<file path="config.mk">
export PLATFORM = sky130hd
export DESIGN_NAME = serial_adder
export DESIGN_NICKNAME = d
export VERILOG_FILES = /design/src/rtl/serial_adder.sv
export SDC_FILE = /design/constraint.sdc
export NUM_CORES = 1
export LEC_CHECK = 0
export ABC_AREA = 0
export CAP_MARGIN = 20
export CORE_MARGIN = 5
export CORE_UTILIZATION = 48
export CTS_CLUSTER_DIAMETER = 200
export DETAILED_ROUTE_END_ITERATION = 16
export HOLD_SLACK_MARGIN = 0.03
export PLACE_DENSITY = 0.76
export SYNTH_ARGS = -nofsm -noshare
export SYNTH_HDL_FRONTEND = slang
export SYNTH_SLANG_ARGS = --single-unit
</file>
<file path="constraint.sdc">
create_clock -name clk -period 2.3 [get_ports clk]
set_clock_uncertainty 0.05 [all_clocks]
set_input_delay 0.345 -clock clk [delete_from_list [all_inputs] [get_ports clk]]
set_output_delay 0.345 -clock clk [all_outputs]
set_load 0.02 [all_outputs]
</file>
<file path="src/rtl/serial_adder.sv">
// Bit-serial adder: one full-adder cell plus a carry flop, operands fed LSB-first.
// Latency: operands accepted at edge k give out_valid after edge k+WIDTH (WIDTH busy cycles).
// Backpressure: result held in DONE until out_ready; in_ready only in IDLE (one idle cycle between results).
//
// Ports:
//   clk, rst            rising-edge clock, synchronous active-high reset
//   in_valid/in_ready   operand handshake (a, b, cin, sub)
//   out_valid/out_ready result handshake (sum, cout, ovf)
//   busy                high while bits are being shifted through the adder
//
// Build option: define SERIAL_ADDER_SUB_EN to make the sub input compute a-b.
// Without it, sub is ignored and the block always computes a+b+cin.

// Single-bit full-adder cell; the whole datapath funnels through one of these.
module serial_adder_fa (
   input  logic a_i,
   input  logic b_i,
   input  logic c_i,
   output logic s_o,
   output logic c_o
);
   assign s_o = a_i ^ b_i ^ c_i;
   assign c_o = (a_i & b_i) | (a_i & c_i) | (b_i & c_i);
endmodule

module serial_adder #(
   parameter int WIDTH = 8
) (
   input  logic             clk,
   input  logic             rst,
   input  logic             in_valid,
   output logic             in_ready,
   input  logic [WIDTH-1:0] a,
   input  logic [WIDTH-1:0] b,
   input  logic             cin,
   input  logic             sub,
   output logic             out_valid,
   input  logic             out_ready,
   output logic [WIDTH-1:0] sum,
   output logic             cout,
   output logic             ovf,
   output logic             busy
);
   // Counter only needs to reach WIDTH-1; it is cleared on every accept so it never wraps.
   localparam int CW = $clog2(WIDTH + 1);

   typedef enum logic [1:0] {
      IDLE  = 2'd0,
      SHIFT = 2'd1,
      DONE  = 2'd2
   } state_t;

   state_t           state_q;
   logic [WIDTH-1:0] a_q;
   logic [WIDTH-1:0] b_q;
   logic [WIDTH-1:0] sum_q;
   logic             carry_q;
   logic             cout_q;
   logic             ovf_q;
   logic [CW-1:0]    cnt_q;

   // Operand conditioning applied at accept time.
   logic [WIDTH-1:0] b_load_d;
   logic             carry_load_d;

`ifdef SERIAL_ADDER_SUB_EN
   // Subtract as a + ~b + 1; the forced carry-in replaces cin.
   always_comb begin
      b_load_d     = sub ? ~b : b;
      carry_load_d = sub ? 1'b1 : cin;
   end
`else
   logic unused_sub;
   assign unused_sub = sub;

   always_comb begin
      b_load_d     = b;
      carry_load_d = cin;
   end
`endif

   // The adder only ever sees bit 0 of the shifting operands and the carry flop.
   logic fa_s;
   logic fa_c;

   serial_adder_fa u_fa (
      .a_i (a_q[0]),
      .b_i (b_q[0]),
      .c_i (carry_q),
      .s_o (fa_s),
      .c_o (fa_c)
   );

   // New sum bit enters at the MSB and everything moves right; after WIDTH
   // shifts the first (LSB) result bit has arrived at bit 0. Built through a
   // WIDTH+1 concatenation so WIDTH=1 needs no special case.
   logic [WIDTH:0]   sum_cat_d;
   logic [WIDTH-1:0] sum_d;
   logic             last_bit_d;

   assign sum_cat_d  = {fa_s, sum_q};
   assign sum_d      = sum_cat_d[WIDTH:1];
   assign last_bit_d = (cnt_q == CW'(WIDTH - 1));

   always_ff @(posedge clk) begin
      if (rst) begin
         state_q <= IDLE;
         cnt_q   <= '0;
         carry_q <= 1'b0;
         sum_q   <= '0;
         cout_q  <= 1'b0;
         ovf_q   <= 1'b0;
      end else begin
         case (state_q)
            IDLE: begin
               if (in_valid) begin
                  a_q     <= a;
                  b_q     <= b_load_d;
                  carry_q <= carry_load_d;
                  cnt_q   <= '0;
                  state_q <= SHIFT;
               end
            end
            SHIFT: begin
               sum_q   <= sum_d;
               a_q     <= a_q >> 1;
               b_q     <= b_q >> 1;
               carry_q <= fa_c;
               cnt_q   <= cnt_q + CW'(1);
               if (last_bit_d) begin
                  // carry_q is the carry into the MSB, fa_c the carry out of it.
                  cout_q  <= fa_c;
                  ovf_q   <= carry_q ^ fa_c;
                  state_q <= DONE;
               end
            end
            DONE: begin
               if (out_ready) begin
                  state_q <= IDLE;
               end
            end
            default: state_q <= IDLE;
         endcase
      end
   end

   // Handshake and status depend on state alone: no path from in_valid/out_ready.
   assign in_ready  = (state_q == IDLE);
   assign out_valid = (state_q == DONE);
   assign busy      = (state_q == SHIFT);
   assign sum       = sum_q;
   assign cout      = cout_q;
   assign ovf       = ovf_q;

endmodule

</file>
Word-level counts from Yosys, hierarchy flattened

Index checks and enable logic that the tools add are counted.

Bits of input ports: 22
Logic and storage cells: 42
Flip-flop bits (word level): 33
Output and inout bits: 13

Bitwise logic cells: 9
Multiplexer cells: 12
Equal/unequal tests: 6
Reductions and logical operators: 6
$add $sub $neg: 1

Operators with widths:

| operator              | count |
|---|---|
| $pmux W8 S2           | 2 |
| $mux W8               | 2 |
| $pmux W4 S2           | 1 |
| $mux W2               | 3 |
| $pmux W2 S3           | 1 |
| $reduce_and A3 Y1     | 2 |
| $add A4 B1 Y4 const B | 1 |
| $eq A4 B3 Y1 const B  | 1 |
| $mux W4               | 1 |
| $ne A2 B1 Y1 const B  | 2 |
| $reduce_and A2 Y1     | 2 |
| $and A1 B1 Y1         | 3 |
| $xor A1 B1 Y1         | 3 |
| $eq A2 B1 Y1 const B  | 1 |
| $eq A2 B2 Y1 const B  | 1 |
| $logic_not A2 Y1      | 1 |
| $ne A2 B2 Y1 const B  | 1 |
| $or A1 B1 Y1          | 2 |
| $pmux W1 S2           | 1 |
| $reduce_bool A2 Y1    | 1 |
| $mux W1               | 1 |
| $not A1 Y1            | 1 |

Longest topological paths before layout

Depth after elaboration: 4
Gate-level depth with buffers: 7
Mapped depth without buffers: 4

Hierarchy

Synthesis repeated with hierarchy kept, for this count alone.

Cell total of the unflattened synthesis: 148
Area, all modules: 1,405.1 sq um

By module, submodules not included:

| module          | cells an instance | times used | area each (sq um) | seq. area each (sq um) |
|---|---|---|---|---|
| serial_adder    | 147               | 1          | 1,385.1           | 820.8 |
| serial_adder_fa | 1                 | 1          | 20.0              | 0.0 |

Worst setup path before layout

OpenSTA, ideal clock, no wires.

Path type: input to register
Start point: input rst
End point: register a_q[0] (enable)
Stages on the path: 3
Data required time: 1.862 ns
Buffers on the path: 2
Setup time: 0.388 ns
Slack: 0.415 ns
Data arrival time: 1.447 ns
Cells stage by stage: clkbuf_1 -> clkbuf_1 -> nor2_1

Cells in the longest elaborated chain, start to end: 2

RTL lines:

| element                            | line | text |
|---|---|---|
| from (decl)                        | 30   | `input logic rst,` |
| $not A1 Y1 (no source line)        | --   |  |
| $reduce_and A3 Y1 (no source line) | --   |  |
| to (signal assigned)               | 126  | `a_q <= a_q >> 1;` |
| to (decl)                          | 54   | `logic [WIDTH-1:0] a_q;` |

No other way between the ends.
A chain may end at the register's enable or synchronous reset.

Final worst setup path

Start point: register state_q[0]
End point: output busy

Cells in the longest elaborated chain, start to end: 1

RTL lines:

| element                | line | text |
|---|---|---|
| from (decl)            | 53   | `state_t state_q;` |
| from (signal assigned) | 107  | `state_q <= IDLE;` |
| from (signal assigned) | 121  | `state_q <= SHIFT;` |
| from (signal assigned) | 134  | `state_q <= DONE;` |
| $eq A2 B1 Y1           | 150  | `assign busy = (state_q == SHIFT);` |
| to (decl)              | 42   | `output logic busy` |

No other way between the ends.

==> metrics.csv <==
metric,value,unit
Finished Core Util,0.665,
dominant cell type by area after synthesis,edfxtp_1,
Remaining DRCs,0,
"Slowest-stage cell, CP",clkdlybuf4s50_1,
worst skew pair latency,340,ps
I/O Pins,35,
"Period Utilization, post-route",0.878,
Hold Slack,427,ps
Resize count post-CTS,0,
Main synth FF type,dfxtp_1,
CTS tree,built,
first-pass GRT wire length,4740,um
max frequency,495,MHz
Slew headroom,0.780,
NumNets Final,207,
global placer's final weighted congestion,0.780,
total routed wirelength,2770,um
gr ovfl total,0,
Worst Min Path Start,sum[2],
Pre-Repair DR Iteration Count,4,
setup tns final,0,ps
worst reg2reg path depth,4,
final non-filler cell area,0.00185,mm^2
Global Route Usage Sum,0.147,
gr busiest metal,met2,
Hold WC Path Type,reg2reg,
DR iter-0 viols,59,
htree depth,2,
YS warnings,0,
vias in the first global route,1098,
cell count after synthesis,148,
mean post-synth cell area,9.49,um^2
row cnt,19,
clk buf depth,2,
Non-Filler Instances,215,
initial antenna violation count,0,
Num CTS Buffers,5,
"Req. time, crit path",1900,ps
DPL Wire Length,1930,um
crit-path cells,nand2b_4 > clkinv_2 > clkdlybuf4s50_1,
outcome,"complete, no violations",
Die Width,64.1,um
"most common cell after layout, fill and taps aside",nand2_1,
Max Slew Vio Count,0,
RSZ-0062 raised after global routing,no,
critical path peak fanout,9,
ys async rst share,0,
post-synth cell types,31,
pre-CTS WS,644,ps
Setup crit end,busy,
met2 GRT Util,0.258,
Worst IR Drop VDD,0.631,mV
Max Cap Violations,0,
Cells after DPL,207,
GR Util met3,0.0473,
PortBufs,33,
vias post-DR,1120,
Synth top area share,0.342,
Setup Buffers After CTS,0,
Leak,0.720,nW
startpoint types,flip-flop,
Antenna diodes,0,
P&R area growth vs syn,31.6,%
Antenna Nets Post-Route,0,
Post-Syn Area,0.00141,mm^2
"flops & latches, synth",33,
Tmin final,2020,ps
share of cells above drive strength 1,0.0924,
CTS Sinks,33,
WP data arrival,1630,ps
CP peak stage delay,590,ps
PnR worst setup slack,279,ps
total power,1.30,mW
worst r2r src,state_q[0],
dpl cell area,0.00175,mm^2
largest cells by area after synthesis,"edfxtp_1 (34%), dfxtp_1 (24%), nand2_1 (16%)",
most frequent cells in the layout,"nand2_1 (60), clkdlybuf4s50_1 (33), dfxtp_1 (17), edfxtp_1 (16), a21oi_1 (11)",
initial core utilization,0.505,
Mapped Nets,172,
Post-synth EDFFs,16,
Fin. Hold Viols,0,
CTS Hold Buffers Added,0,
Slew @ Worst Pin,330,ps
Pwr Density,704,mW/mm^2
GR Layer Usage met1,0.153,
"Clk pin slew, worst setup/hold paths",100,ps
R2R setup slack,790,ps
drt via density,5.21,
kind of critical path,reg2out,
CP startpoint,state_q[0],
CP endpoint kind,primary output,
area of the core,0.00278,mm^2
DIE AREA,0.00411,mm^2
largest net degree at the start of global routing,31,
DR WL/cell,12.9,um
post-synthesis sequential area ratio,0.584,
clk root buf,clkbuf_4,
final setup fails,0,
Die Y,64.1,um
RR Endpoint,cnt_q[3],
==> worst max-delay path, delay by kind of cell (launching register included) <==
family | cells | cell delay [ps]
buffers and inverters | 2 | 650
DFF | 1 | 530
and+or+nand+nor | 1 | 100
==> synthesized netlist by cell type, drive strengths merged (2+ instances only) <==
library cell / number
nand2: 60
clkbuf: 4
nand3b: 2
and2: 2
nand3: 3
nor2b: 2
nand2b: 2
dfxtp: 17
a21oi: 11
a22oi: 2
a31oi: 2
edfxtp: 16
nor2: 5
buf: 6
==> layout make-up <==
cell class                      instances  area [um^2]
Timing Repair Buffer                   38          368
Tap cell                               31         38.8
Clock inverter                          2         35.0
Multi-Input combinational cell        103          515
Sequential cell                        33          821
Clock buffer                            6         62.6
Fill cell                             247          932
Inverter                                2         8.76
==> power breakdown <==
part | switching [mW] | internal [mW]
Clock | 0.204 | 0.293
Sequential | 0.0144 | 0.649
Combinational | 0.0709 | 0.0712
==> worst min-delay path by stage <==
stage | end | slack [ps] | cells after the start
2_1_floorplan | cnt_q[3] | 410 | 2
3_3_place_gp | sum[0] | 400 | 2
3_5_place_dp | sum[2] | 410 | 2
4_1_cts | sum[2] | 430 | 2
5_1_grt | sum[0] | 450 | 2
6_report | sum[2] | 430 | 2
==> sequential cells by signal (all words and copies together) (netlist names) <==
register	flops
cout	1
carry_q	1
ovf	1
state_q	2
sum	8
cnt_q	4
b_q	8
a_q	8
==> logic make-up (layout without fill, tap and decap cells) <==
logic type               count (synthesis)  in the layout  share of synthesized area
AND/OR/NAND/NOR                         80             80                      0.248
buffers and inverters                   12             48                     0.0490
adder cells (fa/ha/maj)                  2              2                     0.0232
flip-flops                              33             33                      0.584
multiplexers                             1              1                    0.00712
AO/OA/AOI/OAI                           19             19                     0.0828
XOR/XNOR                                 1              1                    0.00623
==> per-layer routing <==
layer / wire [um] / share of wire
met3: 171 / 0.062
met1: 1130 / 0.41
met4: 67 / 0.024
met2: 1410 / 0.51
met5: 0 / 0
Power figures use the tool's default switching activity.
